### src/rtl/mem_arbiter.sv
// mem_arbiter: single-outstanding arbiter that shares one backing memory
// port between the instruction-fetch (IF) and data-memory (DM) requesters.
//
// DM wins by default. A saturating starvation counter counts DM grants that
// beat a waiting IF. When it reaches STARVE_LIMIT, IF wins the next
// contested arbitration.
//
// Ports
//   clk, rst            clock (rising edge), asynchronous active-low reset
//   if_req_*            IF read request (valid/ready handshake, address)
//   if_resp_*           IF read response (one-cycle valid pulse plus data)
//   dm_req_*            DM request (valid/ready, wen, address, wdata, wmask)
//   dm_resp_*           DM response (one-cycle pulse; data is 0 for writes)
//   mem_req_*           request to the backing memory (valid/ready handshake)
//   mem_resp_*          memory response or write acknowledge
//   busy                high while a transaction is outstanding (not IDLE)
module mem_arbiter #(
  parameter int unsigned ADDR_W       = 64,
  parameter int unsigned DATA_W       = 64,
  parameter int unsigned STARVE_LIMIT = 4
) (
  input  logic                  clk,
  input  logic                  rst,

  input  logic                  if_req_valid,
  input  logic [ADDR_W-1:0]     if_req_addr,
  output logic                  if_req_ready,
  output logic                  if_resp_valid,
  output logic [DATA_W-1:0]     if_resp_data,

  input  logic                  dm_req_valid,
  input  logic                  dm_req_wen,
  input  logic [ADDR_W-1:0]     dm_req_addr,
  input  logic [DATA_W-1:0]     dm_req_wdata,
  input  logic [DATA_W/8-1:0]   dm_req_wmask,
  output logic                  dm_req_ready,
  output logic                  dm_resp_valid,
  output logic [DATA_W-1:0]     dm_resp_data,

  output logic                  mem_req_valid,
  input  logic                  mem_req_ready,
  output logic                  mem_req_wen,
  output logic [ADDR_W-1:0]     mem_req_addr,
  output logic [DATA_W-1:0]     mem_req_wdata,
  output logic [DATA_W/8-1:0]   mem_req_wmask,
  input  logic                  mem_resp_valid,
  input  logic [DATA_W-1:0]     mem_resp_data,

  output logic                  busy
);

  localparam int unsigned MASK_W = DATA_W / 8;
  localparam logic [3:0]  LIMIT  = 4'(STARVE_LIMIT);

  typedef enum logic [1:0] {
    IDLE,
    REQ,
    RESP
  } stateT;

  stateT               state;
  stateT               stateNext;
  logic [3:0]          starveCnt;
  logic [3:0]          starveCntNext;
  logic                ownerDm;
  logic                grantIf;
  logic                grantDm;

  logic                reqWen;
  logic [ADDR_W-1:0]   reqAddr;
  logic [DATA_W-1:0]   reqWdata;
  logic [MASK_W-1:0]   reqWmask;

  // State and starvation counter registers.
  always_ff @(posedge clk or negedge rst) begin
    if (!rst) begin
      state     <= IDLE;
      starveCnt <= '0;
    end else begin
      state     <= stateNext;
      starveCnt <= starveCntNext;
    end
  end

  // Arbitration and next state. Grants are gated by rst so that both
  // readies stay low while reset is asserted.
  always_comb begin
    grantIf       = 1'b0;
    grantDm       = 1'b0;
    stateNext     = state;
    starveCntNext = starveCnt;

    unique case (state)
      IDLE: begin
        if (rst) begin
          if (dm_req_valid && !(if_req_valid && (starveCnt == LIMIT))) begin
            grantDm = 1'b1;
          end else if (if_req_valid) begin
            grantIf = 1'b1;
          end
        end

        if (grantDm || grantIf) begin
          stateNext = REQ;
        end

        if (grantIf) begin
          starveCntNext = '0;
        end else if (grantDm && if_req_valid && (starveCnt != LIMIT)) begin
          starveCntNext = starveCnt + 4'd1;
        end
      end

      REQ: begin
        if (mem_req_ready) begin
          stateNext = RESP;
        end
      end

      RESP: begin
        if (mem_resp_valid) begin
          stateNext = IDLE;
        end
      end

      default: begin
        stateNext = IDLE;
      end
    endcase
  end

  // Request fields are latched at the grant edge, so requesters may change
  // them as soon as they see ready.
  always_ff @(posedge clk or negedge rst) begin
    if (!rst) begin
      ownerDm  <= 1'b0;
      reqWen   <= 1'b0;
      reqAddr  <= '0;
      reqWdata <= '0;
      reqWmask <= '0;
    end else if (grantDm) begin
      ownerDm  <= 1'b1;
      reqWen   <= dm_req_wen;
      reqAddr  <= dm_req_addr;
      reqWdata <= dm_req_wdata;
      reqWmask <= dm_req_wmask;
    end else if (grantIf) begin
      ownerDm  <= 1'b0;
      reqWen   <= 1'b0;
      reqAddr  <= if_req_addr;
      reqWdata <= '0;
      reqWmask <= '0;
    end
  end

  // Response routing. The pulse appears in the cycle after the memory
  // response, when the FSM is already back in IDLE. Each port's data holds
  // until that port's next response.
  always_ff @(posedge clk or negedge rst) begin
    if (!rst) begin
      if_resp_valid <= 1'b0;
      if_resp_data  <= '0;
      dm_resp_valid <= 1'b0;
      dm_resp_data  <= '0;
    end else begin
      if_resp_valid <= 1'b0;
      dm_resp_valid <= 1'b0;
      if ((state == RESP) && mem_resp_valid) begin
        if (ownerDm) begin
          dm_resp_valid <= 1'b1;
          dm_resp_data  <= reqWen ? '0 : mem_resp_data;
        end else begin
          if_resp_valid <= 1'b1;
          if_resp_data  <= mem_resp_data;
        end
      end
    end
  end

  assign if_req_ready  = grantIf;
  assign dm_req_ready  = grantDm;

  assign mem_req_valid = (state == REQ);
  assign mem_req_wen   = reqWen;
  assign mem_req_addr  = reqAddr;
  assign mem_req_wdata = reqWdata;
  assign mem_req_wmask = reqWmask;

  assign busy          = (state != IDLE);

endmodule

### config.mk
export PLATFORM = sky130hd
export DESIGN_NAME = mem_arbiter
export DESIGN_NICKNAME = d
export VERILOG_FILES = /design/src/rtl/mem_arbiter.sv
export SDC_FILE = /design/constraint.sdc
export NUM_CORES = 1
export LEC_CHECK = 0
export BUFFER_PORTS_ARGS = -buffer_cell sky130_fd_sc_hd__buf_4
export CAP_MARGIN = 10
export CORE_MARGIN = 8
export CORE_UTILIZATION = 25
export CTS_BUF_LIST = sky130_fd_sc_hd__clkbuf_8
export DETAILED_ROUTE_END_ITERATION = 8
export HOLD_SLACK_MARGIN = 0.02
export PLACE_DENSITY = 0.49
export SLEW_MARGIN = 20
export SYNTH_ARGS = -nofsm -noshare
export SYNTH_HDL_FRONTEND = slang
export SYNTH_SLANG_ARGS = --single-unit
### constraint.sdc
create_clock -name clk -period 5.45 [get_ports clk]
set_clock_uncertainty 0.2 [all_clocks]
set_input_delay 0.545 -clock clk [delete_from_list [all_inputs] [get_ports clk]]
set_output_delay 0.545 -clock clk [all_outputs]
set_load 0.03 [all_outputs]
==> reports/metrics.yaml, run 1 <==
min_path:
  min_from: "if_req_addr[41]"
  worstHoldPathType: "input pin to flop"
synth:
  post-synth-top-area-cell: "dfrtp_1"
  yosys.area_share.simple_pct: 15.0
  synth_seq_cells: 274
  synth-compound-area-share_pct: 15.1
  mux_contribution_to_synthesized_area_pct: 6.20
  synthesis.area_um2: 11600
  yosys.area.top_type_share_pct: 59.0
  synth_fp_nets: 1195
  dominant_combinational_cell_family_by_area_after_synthesis: "compound AO/OA/AOI/OAI gates"
  synth_enable_flop_cells: 0
  synth_adder_area_share_pct: 0.215
  synth.yosys.seq_area_share_pct: 59.0
  synthXorXnorAreaFrac_pct: 0
  synth_async_sr_flop_share_pct: 100
  syn_area_per_cell_um2: 12.6
  synth.top_cells.by_count: "dfrtp_1 (274), nand2b_1 (131), a22o_1 (73)"
  synth_area_leaders: "dfrtp_1 (59%), nand2b_1 (7.1%), a22o_1 (5.5%)"
  yosysWarnings: 0
  most_used_standard_cell_by_instance_count_after_synthesis: "dfrtp_1"
  post_synth_num_cell_types: 33
  post_synthesis_cell_count: 922
  synth_flop_cell: "dfrtp_1"
grt:
  pin_count_of_the_biggest_net_entering_global_routing: 86
  met3_routing_resource_usage_after_global_routing_pct: 6.33
  grtUsageTotal_pct: 16.3
  grt_pass1_vias: 11100
  grt_first_pass_wirelength_um: 68900
  grt_most_used_layer: "met2"
  global_route.usage.met1_pct: 20.6
  globalRouteMet2Util_pct: 25.7
  grt_overflow_total: 0
  number_of_antenna_violations_at_the_first_check_in_global_routing: 1
route:
  ant_nets: 0
  initialDrtViolationCount: 498
  drt-wirelength-per-cell_um: 20.3
  drt-pass1-iter-count: 4
  routed_via_density: 4.52
  vias: 10100
  drt_wl_total_um: 45300
  route.detailed.drc: 0
clock_tree:
  max-clock-path-buffers: 3
  cts_tree: "done"
  clock_latency_ps: 600
  clock_sinks: 274
  cts_made_buffers: 52
  clkTransAtPathRegs_ps: 60
  cts_root_buf: "clkbuf_8"
  clock_tree.htree_level_count: 2
setup_path:
  timing.critical_path.slowest_stage_cell: "or4bb_1"
  crit_chain: "dlygate4sd3_1 > buf_8 > or4bb_1 > a21oi_1 > buf_4"
  timing.critical_path.from_type: "input pin"
  cp_data_arrival_time_ps: 2620
  critPathKind: "input pin to primary output"
  regToRegStartpoint: "starveCnt[0]"
  cpLargestDelayFamily: "buffers and inverters"
  critPathMaxFanout: 58
  critical_path.endpoint_type: "primary output"
  critPathMaxStageDelay_ps: 640
  critPathBufInv: 3
  timing.critical_path.required_ps: 4700
  critPathLaunch: "rst"
sta:
  timing.final.crit_share_pct: 61.8
  timing.final.crit_period_ps: 3370
  final-max-slew-violation-count: 0
  fin_setup_tns_ps: 0
  final-setup-viol-count: 0
  worst_pin_slew_ps: 1030
  final_critical_path_setup_slack_ps: 2080
  fmax_mhz: 297
  rsz0062_at_grt: "no"
  hold_violations: 0
  relSlewSlack_pct: 31.3
layout:
  area_growth_syn_to_layout_pct: 60.4
  drive_gt1_share_pct: 43.4
  stdcell_count: 2233
  diodes: 0
  layout.filler_cells: 4548
  nets: 1861
place:
  detailed_place_hpwl_um: 31600
  gp_routability_congestion: 0.765
  buffer_ports.inserted: 541
  placed_cells: 1999
  preCtsSetupSlack_ps: 2310
pwr:
  power.leakage_nw: 8.82
  power_per_cell_area_nw_per_um2: 615
  irDropWorstVdd_uv: 320
floorplanning:
  floorplan.die.height_um: 232
  die_width_um: 232
  core_area_um2: 46300
  io_pins: 542
  row_count: 79
  initial_core_utilization_pct: 25.1
  design.die.area_um2: 53600
job:
  max-cap-violations: 0
status:
  outcome: "completed"
[power by group]
part / internal (mW) / total (mW) / switching, mW
Sequential: 3.01 / 3.63 / 0.614
Clock: 1.22 / 2.11 / 0.895
Combinational: 2.25 / 5.72 / 3.47
Total: 6.48 / 11.5 / 4.97
[final cells by class]
| class | count | area [um^2] | area share (%) |
|---|---|---|---|
| Sequential cell | 274 | 6860 | 36.8 |
| Timing Repair Buffer | 699 | 5610 | 30.1 |
| Multi-Input combinational cell | 553 | 4280 | 23.0 |
| Clock buffer | 69 | 950 | 5.10 |
| Tap cell | 607 | 759 | 4.07 |
| Clock inverter | 23 | 150 | 0.806 |
| Inverter | 8 | 30.0 | 0.161 |
[placed cells by master, fill, tap and decap left out, types with 2 or more instances in the layout]
master,count
a22o_1,73
a31oi_1,2
buf_4,556
bufinv_16,2
clkbuf_8,69
clkinv_2,5
dfrtp_1,274
dlygate4sd3_1,142
ha_1,2
inv_1,23
mux2_1,49
mux2_2,15
nand2_1,66
nand2b_1,131
nand3_1,2
nand4_1,2
nand4b_1,65
nor3b_4,2
o21ai_0,69
o221a_1,15
o221a_2,49
[worst paths after layout]
check / cells after the start / endpoint / slack [ps]
setup / recovery: 5 / if_req_ready / 2080
hold / removal: 3 / mem_req_addr[41] / 110
setup reg to reg: 7 / mem_req_wdata[21] / 2380
hold reg to reg: 2 / dm_resp_data[54] / 280
max in group asynchronous: 4 / mem_req_addr[31] / 2860
min in group asynchronous: 2 / dm_resp_data[56] / 270
[registers in the layout (all words and copies together), names as in the netlist]
signal and flops:
mem_req_addr 64, dm_resp_valid 1, ownerDm 1, state 2, if_resp_data 64, mem_req_wmask 8
mem_req_wdata 64, mem_req_wen 1, if_resp_valid 1, dm_resp_data 64, starveCnt 4
[metal layers]
layer  up-vias  share of wire (%)  routed length [um]
met2       435                 46               20900
met5         -              0.029                  13
met4         2                2.2                1020
met1      4889                 42               19100
li1       4698                  -                   -
met3        69                9.2                4180
[cell families (layout without fill, tap and decap cells)]
| kind of cell | after synthesis | count (layout) |
|---|---|---|
| simple gates | 273 | 273 |
| buf+inv | 95 | 799 |
| compound gates | 214 | 214 |
| fa+ha+maj | 2 | 2 |
| mux | 64 | 64 |
| flops | 274 | 274 |
[stage by stage]
step / hold WS, ps / total power, mW / area (um^2) / utilization [%]
6_report: 106 / 11.5 / 18600 / 40.3
5_1_grt: 40.0 / 12.1 / 18600 / 40.3
4_1_cts: 21.0 / 11.6 / 18600 / 40.3
3_5_place_dp: 273 / 9.35 / 16100 / 34.8
3_3_place_gp: 264 / 9.31 / 16100 / 34.8
2_1_floorplan: 49.4 / 6.90 / 11600 / -
[what timing repair did]
action                                  4_1_cts  5_1_grt
hold endpoints to repair                    255        0
hold buffers                                142        0
endpoints found under the setup margin        0        0
setup buffers                                 0        0
resized for setup                             0        0
[worst reg2reg max path, delay by kind of cell (launching register included)]
kind,cells,cell delay (ps)
buffers and inverters,3,1320
and+or+nand+nor,2,500
DFF,1,400
AOI/OAI and AO/OA,1,360
adders and majority gates,1,230
Note: power is estimated with default switching activity, not from simulation.
==> run 2, diff against run 1 <==
Clock period 5.45 ns to 3.1 ns, I/O delays scaled along.
==> reports/metrics.yaml, run 2 (same netlist as run 1, synthesis figures left out) <==
setup_path:
  r2r.worst_path.cells: 7  # unchanged
  critPathKind: "flop to primary output"
  crit_end: "dm_req_ready"
  critical_path.endpoint_type: "primary output"
  regToRegStartpoint: "starveCnt[0]"
  critPathBufInv: 2  # -1
  cp_data_arrival_time_ps: 2340  # -280 ps
  critPathMaxFanout: 26  # -55%
  timing.critical_path.slowest_stage_cell: "and3_4"
  regToRegEndpoint: "mem_req_addr[22]"
  crit_chain: "inv_1 > ha_1 > nand4b_4 > and3_4 > buf_4"
  r2r_slack_ps: 300  # -2080 ps
  timing.critical_path.required_ps: 2590  # -2110 ps
  critPathMaxStageDelay_ps: 470  # -170 ps
  cpLargestDelayFamily: "simple AND/OR/NAND/NOR gates"
  path_depth: 5  # unchanged
  timing.critical_path.from_type: "flop"
  critPathLaunch: "starveCnt[0]"
clock_tree:
  cts_tree: "done"
  max-clock-path-buffers: 3  # unchanged
  cts_made_buffers: 50  # -3.8%
  clock_tree.htree_level_count: 2  # unchanged
  clock_latency_ps: 600  # about the same
  clock_sinks: 274  # unchanged
  cts_root_buf: "clkbuf_8"
  clkTransAtPathRegs_ps: 60  # about the same
pwr:
  p_seq_share_pct: 31.1  # -0.6 points
  net-switching-power_mw: 8.88  # +79%
  p_sw_share_pct: 43.0  # -0.41 points
  internal_power_mw: 11.8  # +82%
  power.combinational.fraction_pct: 52.1  # +2.2 points
  p_clk_share_pct: 16.7  # -1.7 points
  power_per_cell_area_nw_per_um2: 1040  # +69%
  irDropWorstVdd_uv: 601  # +88%
  power.leakage_nw: 9.29  # +5.3%
sta:
  fin_setup_tns_ps: 0  # unchanged
  relSlewSlack_pct: 37.1  # +5.9 points
  timing.final.crit_share_pct: 91.9
  final-max-slew-violation-count: 0  # unchanged
  timing.final.crit_period_ps: 2850
  fmax_mhz: 351
  final_critical_path_setup_slack_ps: 251  # -1830 ps
  final-setup-viol-count: 0  # unchanged
  rsz0062_at_grt: "no"
  hold_violations: 0  # unchanged
  worst_pin_slew_ps: 943  # -88.0 ps
layout:
  layout.cell_area.non_filler_um2: 19900  # +6.9%
  area_growth_syn_to_layout_pct: 71.4
  layout.filler_cells: 4429  # -2.6%
  layout.cells.most_common_list: "buf_4 (551), dfrtp_1 (274), dlygate4sd3_1 (271)"
  diodes: 0  # unchanged
  stdcell_count: 2359  # +5.6%
  nets: 1990  # +6.9%
  drive_gt1_share_pct: 40.1  # -3.4 points
  most_common_library_cell_in_the_layout_ignoring_fill_and_taps: "buf_4"
route:
  ant_nets: 0  # unchanged
  routed_via_density: 4.51  # -0.28%
  drt-pass1-iter-count: 4  # unchanged
  vias: 10600  # +5.4%
  drt-wirelength-per-cell_um: 19.6  # -3.5%
  route.detailed.drc: 0  # unchanged
  drt_wl_total_um: 46200  # +2.0%
  initialDrtViolationCount: 539  # +8.2%
place:
  buffer_ports.inserted: 541  # unchanged
  gp_routability_congestion: 0.794  # +3.7%
  detailed_place_hpwl_um: 31900  # +0.79%
  preCtsSetupSlack_ps: 563  # -1750 ps
  postPlaceCellArea_um2: 16200  # +0.56%
  placed_cells: 2001  # +0.10%
floorplanning:
  design.die.area_um2: 53600  # unchanged
  row_count: 79  # unchanged
  die_width_um: 232  # unchanged
  core_area_um2: 46300  # unchanged
  floorplan.die.height_um: 232  # unchanged
  initial_core_utilization_pct: 25.1  # unchanged
  io_pins: 542  # unchanged
grt:
  grt_first_pass_wirelength_um: 70800  # +2.8%
  grtUsageTotal_pct: 16.6  # +0.34 points
  pin_count_of_the_biggest_net_entering_global_routing: 130  # +51%
  grt_pass1_vias: 11900  # +7.0%
  number_of_antenna_violations_at_the_first_check_in_global_routing: 1  # unchanged
  grt_overflow_total: 0  # unchanged
job:
  max-cap-violations: 0  # unchanged
status:
  outcome: "completed"
min_path:
  worstHoldPathType: "input pin to asynchronous set/reset pin"
[run 2: cell types whose count changed in the layout (fill, tap and decap cells not counted), sizes merged]
cell	before	now
clkinvlp	0	1
inv	24	26
clkbuf	69	62
buf	557	559
dlygate4sd3	142	271
bufinv	2	1
[run 2: final cells by class]
cell class	count	area, um^2	share of cell area (%)
repair buffers	830	7000	35.1
clock inverters	25	143	0.716
clock buffers	62	853	4.28
well taps	607	759	3.81
flip-flops and latches	274	6860	34.4
inverters	8	30.0	0.151
multi-input cells	553	4290	21.5
[run 2: worst min-delay path by stage]
| stage | from | endpoint | slack, ps | depth (start not counted) |
|---|---|---|---|---|
| 6_report | rst | ownerDm | 270 | 3 |
| 5_1_grt | mem_resp_data[49] | if_resp_data[49] | 230 | 3 |
| 4_1_cts | dm_req_wdata[25] | mem_req_wdata[25] | 200 | 3 |
| 3_5_place_dp | dm_resp_data[54] | dm_resp_data[54] | 270 | 2 |
| 3_3_place_gp | dm_resp_data[62] | dm_resp_data[62] | 260 | 2 |
| 2_1_floorplan | rst | dm_resp_data[0] | -190 | 0 |
[run 2: worst min-delay path, cell delays in order]
cell	delay (ps)
dlygate4sd3_1	610
buf_8	140
buf_6	480
[run 2: timing repair]
item / CTS / global route
gates resized for setup: 1 / 1
hold endpoints to repair: 408 / 0
hold buffers: 271 / 0
buffers inserted: 0 / 0
endpoints found under the setup margin: 1 / 1
gates cloned: 0 / 0
[run 2: metrics by stage]
stage | hold WS, ps | power (mW) | utilization, %
2_1_floorplan | -186 | 12.1 | -
3_3_place_gp | 262 | 16.5 | 35.0
3_5_place_dp | 271 | 16.5 | 35.0
4_1_cts | 197 | 20.9 | 43.1
5_1_grt | 227 | 21.9 | 43.1
6_report | 269 | 20.6 | 43.1
[run 2: power groups by stage]
stage               registers (mW)  clock network [mW]  logic [mW]
floorplan                     9.58                   0        2.55
global placement              6.46                   0        10.0
detailed placement            6.44                   0        10.1
CTS                           6.44                3.62        10.9
global route                  6.68                3.78        11.4
finish                        6.43                3.46        10.8
[run 2: routing by layer]
layer  GRT usage, %  share of wire [%]  up-vias
met5              0              0.028        -
met4           5.98                3.5        2
met3           6.08                8.2       86
met2           26.2                 46      434
met1           20.7                 42     5158
li1               -                  -     4953
==> run 3, diff against run 2 <==
Settings changed: ABC_AREA set to 1.
==> reports/metrics.yaml, run 3 <==
synth:
  post-synth-top-area-cell: "dfrtp_1"
  synth.yosys.seq_area_share_pct: 57.0  # -2.0 points
  post_synth_num_cell_types: 21  # -36%
  yosysWarnings: 0  # unchanged
  synth_enable_flop_cells: 0  # unchanged
  syn_area_per_cell_um2: 8.10  # -36%
  yosys.area.top_type_share_pct: 57.0  # -2.0 points
  synth_flop_cell: "dfrtp_1"
  synth_area_leaders: "dfrtp_1 (57%), nand2_1 (23%), nand3_1 (5.5%)"
  synthesis.area_um2: 12000  # +3.5%
  most_used_standard_cell_by_instance_count_after_synthesis: "nand2_1"
  synth_fp_nets: 1758  # +47%
  synth_async_sr_flop_share_pct: 100  # unchanged
  post_synthesis_cell_count: 1485  # +61%
  synth_seq_cells: 274  # unchanged
  synth.top_cells.by_count: "nand2_1 (739), dfrtp_1 (274), nand3_1 (133)"
floorplanning:
  design.die.area_um2: 55400  # +3.3%
  row_count: 80  # +1.3%
  io_pins: 542  # unchanged
  floorplan.die.height_um: 235  # +1.6%
  initial_core_utilization_pct: 25.3  # +0.13 points
  core_area_um2: 47600  # +3.0%
  die_width_um: 235  # +1.6%
sta:
  fmax_mhz: 350  # -0.41%
  final.hold.worst_slack_ps: 149  # -120 ps
  final-setup-viol-count: 0  # unchanged
  final_critical_path_setup_slack_ps: 239  # -11.7 ps
  rsz0062_at_grt: "no"
  timing.final.crit_share_pct: 92.3  # +0.38 points
  relSlewSlack_pct: 43.5  # +6.4 points
  worst_pin_slew_ps: 848  # -95.3 ps
  timing.final.crit_period_ps: 2860  # +11.7 ps
  final-max-slew-violation-count: 0  # unchanged
  hold_violations: 0  # unchanged
  fin_setup_tns_ps: 0  # unchanged
grt:
  number_of_antenna_violations_at_the_first_check_in_global_routing: 4  # +3
  grt_pass1_vias: 13900  # +17%
  grt_overflow_total: 0  # unchanged
  pin_count_of_the_biggest_net_entering_global_routing: 146  # +12%
  grtUsageTotal_pct: 18.4  # +1.8 points
  grt_first_pass_wirelength_um: 82500  # +16%
setup_path:
  timing.critical_path.required_ps: 2590  # about the same
  timing.critical_path.slowest_stage_cell: "dfrtp_1"
  crit_chain: "nor2_4 > nand4_1 > inv_2 > buf_4"
  critPathKind: "flop to primary output"
  critPathMaxStageDelay_ps: 450  # -20 ps
  critPathMaxFanout: 22  # -15%
  cp_data_arrival_time_ps: 2350  # about the same
  timing.critical_path.from_type: "flop"
  cpLargestDelayFamily: "buffers and inverters"
  critical_path.endpoint_type: "primary output"
  critPathBufInv: 2  # unchanged
route:
  drt-wirelength-per-cell_um: 18.1  # -7.4%
  route.detailed.drc: 0  # unchanged
  ant_nets: 0  # unchanged
  vias: 13100  # +24%
  drt-pass1-iter-count: 5  # +1
  routed_via_density: 4.50  # -0.12%
  initialDrtViolationCount: 710  # +32%
  drt_wl_total_um: 52900  # +15%
pwr:
  irDropWorstVdd_uv: 629  # +4.5%
  p_sw_share_pct: 47.0  # +3.9 points
  internal_power_mw: 11.1  # -5.3%
  p_clk_share_pct: 16.5  # -0.2 points
  total_power_mw: 21.0  # +1.7%
  net-switching-power_mw: 9.86  # +11%
  power.leakage_nw: 11.0  # +18%
  p_seq_share_pct: 30.7  # -0.4 points
  power_per_cell_area_nw_per_um2: 1030  # -0.14%
  power.combinational.fraction_pct: 52.8  # +0.7 points
layout:
  most_common_library_cell_in_the_layout_ignoring_fill_and_taps: "nand2_1"
  drive_gt1_share_pct: 28.0  # -12 points
  layout.filler_cells: 4767  # +7.6%
  area_growth_syn_to_layout_pct: 68.6
  layout.cells.most_common_list: "nand2_1 (737), buf_4 (554), dfrtp_1 (274), dlygate4sd3_1 (274), nand3_1 (132)"
  nets: 2538  # +28%
status:
  outcome: "completed"
place:
  preCtsSetupSlack_ps: 622  # +58.9 ps
  gp_routability_congestion: 0.803  # +1.2%
  buffer_ports.inserted: 541  # unchanged
  detailed_place_hpwl_um: 35000  # +9.9%
clock_tree:
  max-clock-path-buffers: 3  # unchanged
  cts_made_buffers: 51  # +2.0%
  clock_tree.htree_level_count: 2  # unchanged
  cts_tree: "done"
  clock_sinks: 274  # unchanged
  cts_root_buf: "clkbuf_8"
  clock_latency_ps: 600  # about the same
  clkTransAtPathRegs_ps: 60  # about the same
min_path:
  worstHoldPathType: "input pin to asynchronous set/reset pin"
job:
  max-cap-violations: 0  # unchanged
## run 3: changes by cell type after synthesis, moves of 16 or more
| cell | previous run | this run |
|---|---|---|
| nand2b_1 | 131 | 0 |
| nand4b_1 | 65 | 0 |
| a22o_1 | 73 | 0 |
| nand3_1 | 2 | 133 |
| buf_2 | 32 | 48 |
| nand2_1 | 66 | 739 |
| nand4_1 | 2 | 67 |
| mux2_1 | 49 | 0 |
| inv_1 | 8 | 76 |
| o221a_2 | 49 | 0 |
## run 3: final timing paths
kind / startpoint / endpoint / slack [ps] / cells past startpoint
max in group asynchronous: rst / if_resp_data[47] / 990 / 4
worst max register to register: starveCnt[0] / mem_req_addr[54] / 250 / 11
worst max-delay path: state[0] / dm_req_ready / 240 / 4
worst min-delay path: rst / mem_req_addr[38] / 150 / 2
min in group clk: dm_req_wdata[45] / mem_req_wdata[45] / 250 / 4
worst min register to register: if_resp_data[8] / if_resp_data[8] / 280 / 2
## run 3: kinds of logic after synthesis
kind of cell,count (synthesis),share of synthesized area [%]
and+or+nand+nor,949,32.5
DFF,274,57.0
buffers and inverters,187,7.21
AOI/OAI and AO/OA,72,3.07
adders and majority gates,2,0.208
xor gates and xnor gates,1,0.0728
## run 3: cell type report
class | instances | area, um^2 | share of cell area, %
clock inverters | 26 | 141 | 0.697
well taps | 615 | 769 | 3.79
diodes | 3 | 7.51 | 0.0370
repair buffers | 834 | 7020 | 34.6
clock buffers | 62 | 853 | 4.21
multi-input cells | 1024 | 4350 | 21.4
flip-flops and latches | 274 | 6860 | 33.8
inverters | 80 | 300 | 1.48
## run 3: repair_timing
item | 4_1_cts | 5_1_grt
setup buffers | 0 | 0
hold endpoints to repair | 379 | 0
endpoints found under the setup margin | 0 | 32
hold buffers | 274 | 0
gates resized for setup | 0 | 1
## run 3: metal layers
layer  track usage [%]  wire length (um)  vias to the layer above
li1                  -                 -                     6248
met1              22.7             22200                     6342
met2              30.3             25200                      460
met3              5.62              3980                       85
met4              6.65              1500                        2
met5                 0                11                        -
## run 3: per-stage QoR
step                      utilization [%]  instances  cell area (um^2)
after floorplan                         -       1485             12000
after global placement               34.7       2553             16500
after detailed placement             34.7       2553             16500
after CTS                            42.6       2915             20300
after global routing                 42.6       2918             20300
final                                42.6       2918             20300
## run 3: power by group through the flow
| stage | logic (mW) | clock network, mW | registers, mW |
|---|---|---|---|
| 2_1_floorplan | 2.58 | 0 | 9.87 |
| 3_3_place_gp | 10.7 | 0 | 6.43 |
| 3_5_place_dp | 10.7 | 0 | 6.45 |
| 4_1_cts | 11.2 | 3.62 | 6.43 |
| 5_1_grt | 11.9 | 3.76 | 6.67 |
| 6_report | 11.1 | 3.47 | 6.44 |
